--- config.mk ---
export PLATFORM = sky130hd
export DESIGN_NAME = multi_key_debouncer_flat
export DESIGN_NICKNAME = d
export VERILOG_FILES = /design/src/rtl/debounce_pkg.sv /design/src/rtl/multi_key_debouncer_if.sv /design/src/rtl/key_channel.sv /design/src/rtl/multi_key_debouncer.sv /design/src/flat_wrapper.sv
export SDC_FILE = /design/constraint.sdc
export NUM_CORES = 1
export LEC_CHECK = 0
export CORE_AREA = 2 2 124 126
export DETAILED_ROUTE_END_ITERATION = 7
export DIE_AREA = 0 0 126 128
export SLEW_MARGIN = 5
export SYNTH_ARGS = -nofsm -noshare
export SYNTH_HDL_FRONTEND = slang
export SYNTH_SLANG_ARGS = --single-unit
--- constraint.sdc ---
create_clock -name i_clk -period 6.38 [get_ports i_clk]
set_clock_uncertainty 0.05 [all_clocks]
set_input_delay 1.276 -clock i_clk [delete_from_list [all_inputs] [get_ports i_clk]]
set_output_delay 1.276 -clock i_clk [all_outputs]
set_load 0.03 [all_outputs]
--- src/rtl/debounce_pkg.sv ---
// -----------------------------------------------------------------------------
// debounce_pkg
// Shared types and helpers for the multi-key debouncer.
//   key_state_t  : per-channel debounce FSM state encoding
//   prescale_tc  : terminal count of the shared sample-tick prescaler
// -----------------------------------------------------------------------------
package debounce_pkg;

    typedef enum logic [1:0] {
        IDLE         = 2'd0,
        PRESS_WAIT   = 2'd1,
        PRESSED      = 2'd2,
        RELEASE_WAIT = 2'd3
    } key_state_t;

    // The prescaler counts 0..tc and fires the tick on tc, so the tick
    // period is exactly f_clk/f_tick clock cycles.
    function automatic int prescale_tc(input int f_clk, input int f_tick);
        return (f_clk / f_tick) - 1;
    endfunction

endpackage

--- src/rtl/multi_key_debouncer_if.sv ---
// -----------------------------------------------------------------------------
// multi_key_debouncer_if
// Bundle of raw key inputs and debounced level/event outputs.
//   i_key       : raw asynchronous key levels (driven by the board side)
//   key_state   : debounced level, 1 = pressed
//   key_press   : one-cycle pulse on debounced press
//   key_release : one-cycle pulse on debounced release
//   key_long    : one-cycle pulse after a long hold, at most once per press
// Modports:
//   slave  : the debouncer (consumes i_key, produces the key_* outputs)
//   master : the board/consumer side (drives i_key, observes key_*)
// -----------------------------------------------------------------------------
interface multi_key_debouncer_if #(
    parameter int N_KEYS = 4
);
    logic [N_KEYS-1:0] i_key;
    logic [N_KEYS-1:0] key_state;
    logic [N_KEYS-1:0] key_press;
    logic [N_KEYS-1:0] key_release;
    logic [N_KEYS-1:0] key_long;

    modport slave (
        input  i_key,
        output key_state,
        output key_press,
        output key_release,
        output key_long
    );

    modport master (
        output i_key,
        input  key_state,
        input  key_press,
        input  key_release,
        input  key_long
    );
endinterface

--- src/rtl/key_channel.sv ---
// -----------------------------------------------------------------------------
// key_channel
// One debounced key: 2-FF synchronizer, polarity normalisation, debounce FSM,
// debounce and long-press counters, and registered level/event outputs.
// Ports:
//   clk_i     : system clock
//   rst_ni    : asynchronous active-low reset
//   tick_i    : shared one-cycle sample strobe; the FSM only moves on it
//   key_i     : raw asynchronous key level
//   state_o   : debounced level, 1 = pressed
//   press_o   : one-cycle pulse on debounced press
//   release_o : one-cycle pulse on debounced release
//   long_o    : one-cycle pulse when the hold reaches LONG_TICKS
// -----------------------------------------------------------------------------
module key_channel
    import debounce_pkg::*;
#(
    parameter int DEBOUNCE_TICKS = 20,
    parameter int LONG_TICKS     = 1000,
    parameter int ACTIVE_LOW     = 1
) (
    input  logic clk_i,
    input  logic rst_ni,
    input  logic tick_i,
    input  logic key_i,
    output logic state_o,
    output logic press_o,
    output logic release_o,
    output logic long_o
);

    localparam int CNT_W  = $clog2(DEBOUNCE_TICKS + 1);
    localparam int LCNT_W = $clog2(LONG_TICKS + 1);

    localparam logic              IDLE_LEVEL = (ACTIVE_LOW != 0);
    localparam logic [CNT_W-1:0]  CNT_ONE    = CNT_W'(1);
    localparam logic [CNT_W-1:0]  DEB_LAST   = CNT_W'(DEBOUNCE_TICKS);
    localparam logic [LCNT_W-1:0] LONG_LAST  = LCNT_W'(LONG_TICKS);

    logic              sync1_q, sync2_q;
    logic              act;
    key_state_t        state_q, state_d;
    logic [CNT_W-1:0]  cnt_q, cnt_d, cnt_inc;
    logic [LCNT_W-1:0] lcnt_q, lcnt_d, lcnt_inc;
    logic              state_out_q, state_out_d;
    logic              press_q, press_d;
    logic              release_q, release_d;
    logic              long_q, long_d;
    logic              was_pressed;

    // The synchronizer resets to the released level so a key that is held
    // through reset is seen as a fresh press afterwards.
    always_ff @(posedge clk_i or negedge rst_ni) begin
        if (!rst_ni) begin
            sync1_q <= IDLE_LEVEL;
            sync2_q <= IDLE_LEVEL;
        end else begin
            sync1_q <= key_i;
            sync2_q <= sync1_q;
        end
    end

    assign act      = (ACTIVE_LOW != 0) ? ~sync2_q : sync2_q;
    assign cnt_inc  = cnt_q + CNT_ONE;
    assign lcnt_inc = lcnt_q + LCNT_W'(1);

    // State, counters and output registers.
    always_ff @(posedge clk_i or negedge rst_ni) begin
        if (!rst_ni) begin
            state_q     <= IDLE;
            cnt_q       <= '0;
            lcnt_q      <= '0;
            state_out_q <= 1'b0;
            press_q     <= 1'b0;
            release_q   <= 1'b0;
            long_q      <= 1'b0;
        end else begin
            state_q     <= state_d;
            cnt_q       <= cnt_d;
            lcnt_q      <= lcnt_d;
            state_out_q <= state_out_d;
            press_q     <= press_d;
            release_q   <= release_d;
            long_q      <= long_d;
        end
    end

    // Next-state logic. The first sample that sees the key active already
    // counts as one, so PRESSED is reached on the DEBOUNCE_TICKS-th
    // consecutive active sample. lcnt survives a bounce through
    // RELEASE_WAIT so a saturated counter cannot fire key_long again.
    always_comb begin
        state_d = state_q;
        cnt_d   = cnt_q;
        lcnt_d  = lcnt_q;
        if (tick_i) begin
            unique case (state_q)
                IDLE: begin
                    if (act) begin
                        if (DEBOUNCE_TICKS == 1) begin
                            state_d = PRESSED;
                            cnt_d   = '0;
                            lcnt_d  = '0;
                        end else begin
                            state_d = PRESS_WAIT;
                            cnt_d   = CNT_ONE;
                        end
                    end
                end
                PRESS_WAIT: begin
                    if (!act) begin
                        state_d = IDLE;
                        cnt_d   = '0;
                    end else if (cnt_inc == DEB_LAST) begin
                        state_d = PRESSED;
                        cnt_d   = '0;
                        lcnt_d  = '0;
                    end else begin
                        cnt_d = cnt_inc;
                    end
                end
                PRESSED: begin
                    if (act) begin
                        if (lcnt_q != LONG_LAST) begin
                            lcnt_d = lcnt_inc;
                        end
                    end else if (DEBOUNCE_TICKS == 1) begin
                        state_d = IDLE;
                        cnt_d   = '0;
                    end else begin
                        state_d = RELEASE_WAIT;
                        cnt_d   = CNT_ONE;
                    end
                end
                RELEASE_WAIT: begin
                    if (act) begin
                        state_d = PRESSED;
                        cnt_d   = '0;
                    end else if (cnt_inc == DEB_LAST) begin
                        state_d = IDLE;
                        cnt_d   = '0;
                    end else begin
                        cnt_d = cnt_inc;
                    end
                end
                default: begin
                    state_d = IDLE;
                    cnt_d   = '0;
                end
            endcase
        end
    end

    // Output decode from the transition about to be taken; the results are
    // registered so level and pulses change on the same edge as the state.
    always_comb begin
        was_pressed = (state_q == PRESSED) || (state_q == RELEASE_WAIT);
        state_out_d = (state_d == PRESSED) || (state_d == RELEASE_WAIT);
        press_d     = state_out_d && !was_pressed;
        release_d   = was_pressed && !state_out_d;
        long_d      = (lcnt_d == LONG_LAST) && (lcnt_q != LONG_LAST);
    end

    assign state_o   = state_out_q;
    assign press_o   = press_q;
    assign release_o = release_q;
    assign long_o    = long_q;

endmodule

--- src/rtl/multi_key_debouncer.sv ---
// -----------------------------------------------------------------------------
// multi_key_debouncer
// N-channel push-button debouncer with press/release/long-press events.
// A single prescaler produces a one-cycle sample tick shared by every channel.
// Ports:
//   i_clk   : system clock
//   i_rst_n : asynchronous active-low reset
//   bus     : slave side of multi_key_debouncer_if (raw keys in,
//             debounced level and event pulses out)
// -----------------------------------------------------------------------------
module multi_key_debouncer
    import debounce_pkg::*;
#(
    parameter int F_CLK          = 50000000,
    parameter int F_TICK         = 1000,
    parameter int N_KEYS         = 4,
    parameter int DEBOUNCE_TICKS = 20,
    parameter int LONG_TICKS     = 1000,
    parameter int ACTIVE_LOW     = 1
) (
    input  logic                   i_clk,
    input  logic                   i_rst_n,
    multi_key_debouncer_if.slave   bus
);

    localparam int PS_TC = prescale_tc(F_CLK, F_TICK);
    localparam int PS_W  = (PS_TC > 0) ? $clog2(PS_TC + 1) : 1;

    // Parameter sanity checks, evaluated at elaboration.
    if (DEBOUNCE_TICKS < 1) begin : g_chk_deb
        $error("DEBOUNCE_TICKS must be at least 1");
    end
    if (LONG_TICKS <= DEBOUNCE_TICKS) begin : g_chk_long
        $error("LONG_TICKS must exceed DEBOUNCE_TICKS");
    end
    if ((F_CLK / F_TICK) < 2) begin : g_chk_div
        $error("F_CLK/F_TICK must be at least 2");
    end

    logic [PS_W-1:0]   ps_q, ps_d;
    logic              tick;
    logic [N_KEYS-1:0] state_vec, press_vec, release_vec, long_vec;

    assign tick = (ps_q == PS_W'(PS_TC));
    assign ps_d = tick ? '0 : ps_q + PS_W'(1);

    // Shared prescaler: free-running, wraps at the terminal count.
    always_ff @(posedge i_clk or negedge i_rst_n) begin
        if (!i_rst_n) begin
            ps_q <= '0;
        end else begin
            ps_q <= ps_d;
        end
    end

    for (genvar k = 0; k < N_KEYS; k++) begin : g_chan
        key_channel #(
            .DEBOUNCE_TICKS (DEBOUNCE_TICKS),
            .LONG_TICKS     (LONG_TICKS),
            .ACTIVE_LOW     (ACTIVE_LOW)
        ) u_chan (
            .clk_i     (i_clk),
            .rst_ni    (i_rst_n),
            .tick_i    (tick),
            .key_i     (bus.i_key[k]),
            .state_o   (state_vec[k]),
            .press_o   (press_vec[k]),
            .release_o (release_vec[k]),
            .long_o    (long_vec[k])
        );
    end

    assign bus.key_state   = state_vec;
    assign bus.key_press   = press_vec;
    assign bus.key_release = release_vec;
    assign bus.key_long    = long_vec;

endmodule

--- src/flat_wrapper.sv ---
// flat-port wrapper written by rule: the top's interface ports become plain ports
module multi_key_debouncer_flat import debounce_pkg::*;
#(
    parameter int F_CLK          = 50000000,
    parameter int F_TICK         = 1000,
    parameter int N_KEYS         = 4,
    parameter int DEBOUNCE_TICKS = 20,
    parameter int LONG_TICKS     = 1000,
    parameter int ACTIVE_LOW     = 1
)
  (i_clk, i_rst_n, bus_i_key, bus_key_state, bus_key_press, bus_key_release, bus_key_long);
  multi_key_debouncer_if #(.N_KEYS(N_KEYS)) bus_i ();
  input  logic i_clk;
  input  logic i_rst_n;
  input wire logic [$bits(bus_i.i_key)-1:0] bus_i_key;
  output wire logic [$bits(bus_i.key_state)-1:0] bus_key_state;
  output wire logic [$bits(bus_i.key_press)-1:0] bus_key_press;
  output wire logic [$bits(bus_i.key_release)-1:0] bus_key_release;
  output wire logic [$bits(bus_i.key_long)-1:0] bus_key_long;
  assign bus_i.i_key = bus_i_key;
  assign bus_key_state = bus_i.key_state;
  assign bus_key_press = bus_i.key_press;
  assign bus_key_release = bus_i.key_release;
  assign bus_key_long = bus_i.key_long;
  multi_key_debouncer #(.F_CLK(F_CLK), .F_TICK(F_TICK), .N_KEYS(N_KEYS), .DEBOUNCE_TICKS(DEBOUNCE_TICKS), .LONG_TICKS(LONG_TICKS), .ACTIVE_LOW(ACTIVE_LOW)) u_core (.i_clk(i_clk), .i_rst_n(i_rst_n), .bus(bus_i));
endmodule
==> flow_metrics.py <==
metrics = {
    "timing": {
        "timing.final.crit_share_pct": 54.1,
        "finalCriticalPeriod_ns": 3.45,
        "final-max-slew-violation-count": 0,
        "finalSetupViolations": 0,
        "fmaxAchievable_mhz": 290,
        "timing.max_slew.rel_slack_pct": 35.9,
        "timing_worst_slew_pin_value_ns": 0.953,
        "hold_violations": 0,
        "fin_tns_setup_ns": 0,
        "rsz_0062_raised_after_global_routing": "no",
    },
    "layout": {
        "inserted_diodes": 0,
        "syn_to_final_growth_pct": 9.32,
        "drive_gt1_share_pct": 6.52,
        "number_of_fillers_in_the_final_layout": 1393,
        "final_net_count": 735,
        "final_core_utilization_pct": 47.7,
    },
    "min_path": {
        "classification_of_the_worst_slack_hold_path": "flop to flop",
    },
    "grt": {
        "grt_first_pass_wirelength_um": 25200,
        "globalRouteTotalUtil_pct": 19.0,
        "antenna_found_initial": 0,
        "overflow": 0,
        "first_global_vias": 5189,
        "grt_max_degree": 74,
    },
    "yosys": {
        "post-synth-top-area-cell": "sky130_fd_sc_hd__dfrtp_1",
        "ys_types": 75,
        "synth.ff_latch_count": 108,
        "synth.top_cells.by_area": "sky130_fd_sc_hd__dfrtp_1, sky130_fd_sc_hd__ha_1, sky130_fd_sc_hd__o21ai_0, sky130_fd_sc_hd__nand2_1, sky130_fd_sc_hd__dfstp_2",
        "dominant_combinational_cell_family_by_area_after_synthesis": "simple AND/OR/NAND/NOR gates",
        "most_instantiated_cells_after_synthesis": "sky130_fd_sc_hd__dfrtp_1, sky130_fd_sc_hd__nand2_1, sky130_fd_sc_hd__o21ai_0, sky130_fd_sc_hd__nor2_1, sky130_fd_sc_hd__inv_1",
        "synthMostInstantiatedCell": "sky130_fd_sc_hd__dfrtp_1",
        "synthesis.area_um2": 6480,
        "syn-instance-count": 703,
        "postSynth.topFlopCell": "sky130_fd_sc_hd__dfrtp_1",
        "synth.avg_cell_area_um2": 9.22,
        "synth_async_sr_flop_share_pct": 100,
        "yosys_warn_count": 0,
        "synth.area.mux_share_pct": 0.617,
        "synth_enable_flop_cells": 0,
        "syn_nets": 738,
        "synth-xor-area-share_pct": 1.49,
        "ys_seq_area_share_pct": 41.8,
        "synth_compound_gate_area_share_pct": 21.0,
        "synthesized_area_fraction_occupied_by_and_or_nand_nor_cells_pct": 23.7,
        "synth_top_cell_area_share_pct": 38.6,
        "synthAdderAreaFrac_pct": 5.60,
    },
    "drt": {
        "drtPass1Iterations": 5,
        "via_count": 5466,
        "vias_per_cell": 6.12,
        "antenna_violating_nets_post_route": 0,
        "finalWirelength_um": 14900,
        "detailedRoute.firstIterationViolations": 400,
        "route.met2.wl_um": 6750,
        "detail_route.drc_violations": 0,
        "avgRoutedWirePerCell_um": 16.6,
        "top_signal_layer_used": "met4",
        "met3_wirelength_um": 652,
        "drt-met1-wl_um": 7090,
    },
    "placed_design": {
        "dpl.hpwl_um": 10400,
        "port_buffers": 21,
        "place_congestion": 0.905,
    },
    "power": {
        "pwr-share-comb_pct": 1.8,
        "netSwitchingFraction_pct": 22.0,
        "power_density_nw_per_um2": 189,
        "internal_power_mw": 1.05,
        "totalPowerFinal_mw": 1.34,
        "power.switching_mw": 0.295,
        "power.sequential.fraction_pct": 51.8,
        "clockPowerShare_pct": 46.3,
        "worst_ir_drop_vdd_mv": 0.140,
        "leakage_power_summed_over_all_cells_nw": 2.97,
    },
    "die": {
        "placeableCoreArea_um2": 14900,
        "initial_core_util_pct": 43.6,
        "floorplan.die.width_um": 126,
        "fp-row-count": 45,
        "io_pins": 22,
        "fp.dieH_um": 128,
        "floorplan.die_area_um2": 16100,
    },
    "setup_path": {
        "crit_type": "flop to flop",
        "crit_path_max_fanout": 20,
        "setup.worst_path.end_class": "flop",
        "timing.critical_path.required_ns": 6.63,
        "critical_path_arrival_ns": 3.70,
        "startpoint_type": "flop",
    },
    "cts": {
        "cts_inserted_buffers": 9,
        "ctsRootBufferMaster": "sky130_fd_sc_hd__clkbuf_16",
        "numClockSinks": 108,
        "postCtsResizedCells": 0,
        "cts-root-to-sink-buffers": 2,
        "path_clk_slew_ns": 0.08,
        "clk_lat_worst_skew_ns": 0.36,
        "htree_depth": 3,
        "tritoncts": "built",
        "post_cts_hold_buffer_count": 0,
        "post_cts.repair.setup_buffers": 0,
    },
    "run": {
        "cap_violations": 0,
    },
    "run_status": {
        "outcome": "completed",
    },
}
cells in the final DEF (no fill, tap or decap), types with 15 or more instances in the layout:
master and n:
sky130_fd_sc_hd__inv_1 42, sky130_fd_sc_hd__ha_1 29, sky130_fd_sc_hd__nand4_1 19, sky130_fd_sc_hd__nor2_1 43, sky130_fd_sc_hd__dfrtp_1 100, sky130_fd_sc_hd__clkdlybuf4s50_1 20
sky130_fd_sc_hd__nand3_1 33, sky130_fd_sc_hd__o31ai_1 15, sky130_fd_sc_hd__a21oi_1 29, sky130_fd_sc_hd__o21ai_0 52, sky130_fd_sc_hd__a31oi_1 17, sky130_fd_sc_hd__nand2_1 59
path summary, 6_finish.rpt:
path / cells after the start / slack, ns / to / start
max: 7 / 2.93 / u_core.g_chan[3].u_chan.long_o / u_core.ps_q[11]
min: 0 / 0.31 / u_core.g_chan[0].u_chan.sync2_q / u_core.g_chan[0].u_chan.sync1_q
max reg2reg: 7 / 2.93 / u_core.g_chan[3].u_chan.long_o / u_core.ps_q[11]
min reg2reg: 0 / 0.31 / u_core.g_chan[0].u_chan.sync2_q / u_core.g_chan[0].u_chan.sync1_q
max in group asynchronous: 2 / 4.16 / u_core.g_chan[2].u_chan.cnt_q[4] / i_rst_n
min in group asynchronous: 1 / 0.83 / u_core.g_chan[1].u_chan.cnt_q[3] / i_rst_n
power by group through the flow:
| stage | combinational [mW] | clock [mW] | sequential, mW |
|---|---|---|---|
| 3_5_place_dp | 0.0253 | 0 | 0.708 |
| 2_1_floorplan | 0.00953 | 0 | 0.703 |
| 3_3_place_gp | 0.0249 | 0 | 0.708 |
| 5_1_grt | 0.0278 | 0.673 | 0.695 |
| 4_1_cts | 0.0254 | 0.642 | 0.695 |
| 6_report | 0.0242 | 0.621 | 0.695 |
metrics by stage:
| step | instances | hold slack (ns) | cell area (um^2) | worst slack, ns |
|---|---|---|---|---|
| final | 893 | 0.308 | 7090 | 2.93 |
| after global routing | 893 | 0.311 | 7090 | 2.63 |
| after CTS | 893 | 0.309 | 7090 | 2.91 |
| after detailed placement | 877 | 0.298 | 6760 | 2.95 |
| after global placement | 877 | 0.296 | 6760 | 3.06 |
| after floorplan | 703 | 0.295 | 6480 | 3.56 |
flip-flops by register name, summed over array words and instances, names as in the netlist:
register	count
u_core.g_chan.u_chan.release_o	4
u_core.ps_q	16
u_core.g_chan.u_chan.press_o	4
u_core.g_chan.u_chan.lcnt_q	40
u_core.g_chan.u_chan.cnt_q	20
u_core.g_chan.u_chan.sync1_q	4
u_core.g_chan.u_chan.state_q	8
u_core.g_chan.u_chan.state_o	4
u_core.g_chan.u_chan.long_o	4
u_core.g_chan.u_chan.sync2_q	4
final cells by class:
class / count / area [um^2] / area share [%]
clock buffer: 9 / 225 / 3.18
clock inverter: 7 / 105 / 1.48
inverter: 43 / 161 / 2.28
multi-input combinational: 512 / 3400 / 48.0
sequential: 108 / 2710 / 38.3
tap: 188 / 235 / 3.32
timing repair buffer: 26 / 245 / 3.46
worst max-delay path: stages (launching register included):
cell	delay [ns]
sky130_fd_sc_hd__dfrtp_1	0.43
sky130_fd_sc_hd__or4b_1	0.71
sky130_fd_sc_hd__nor4_2	0.84
sky130_fd_sc_hd__buf_4	0.41
sky130_fd_sc_hd__nand3_1	0.17
sky130_fd_sc_hd__o31ai_1	0.35
sky130_fd_sc_hd__nand3_1	0.12
sky130_fd_sc_hd__and4bb_2	0.30
per-layer routing:
metal	global-route usage, %	up-vias
li1	-	2624
met1	26.2	2650
met2	29.5	164
met3	2.92	28
met4	9.11	0
met5	0	-
logic make-up (layout without fill, tap and decap cells):
group | count (synthesis) | count (layout)
muxes | 4 | 4
AOI/OAI and AO/OA | 198 | 198
adders and majority gates | 29 | 29
buffers and inverters | 83 | 85
and+or+nand+nor | 270 | 270
DFF | 108 | 108
xor gates and xnor gates | 11 | 11
Power figures use the tool's default switching activity.
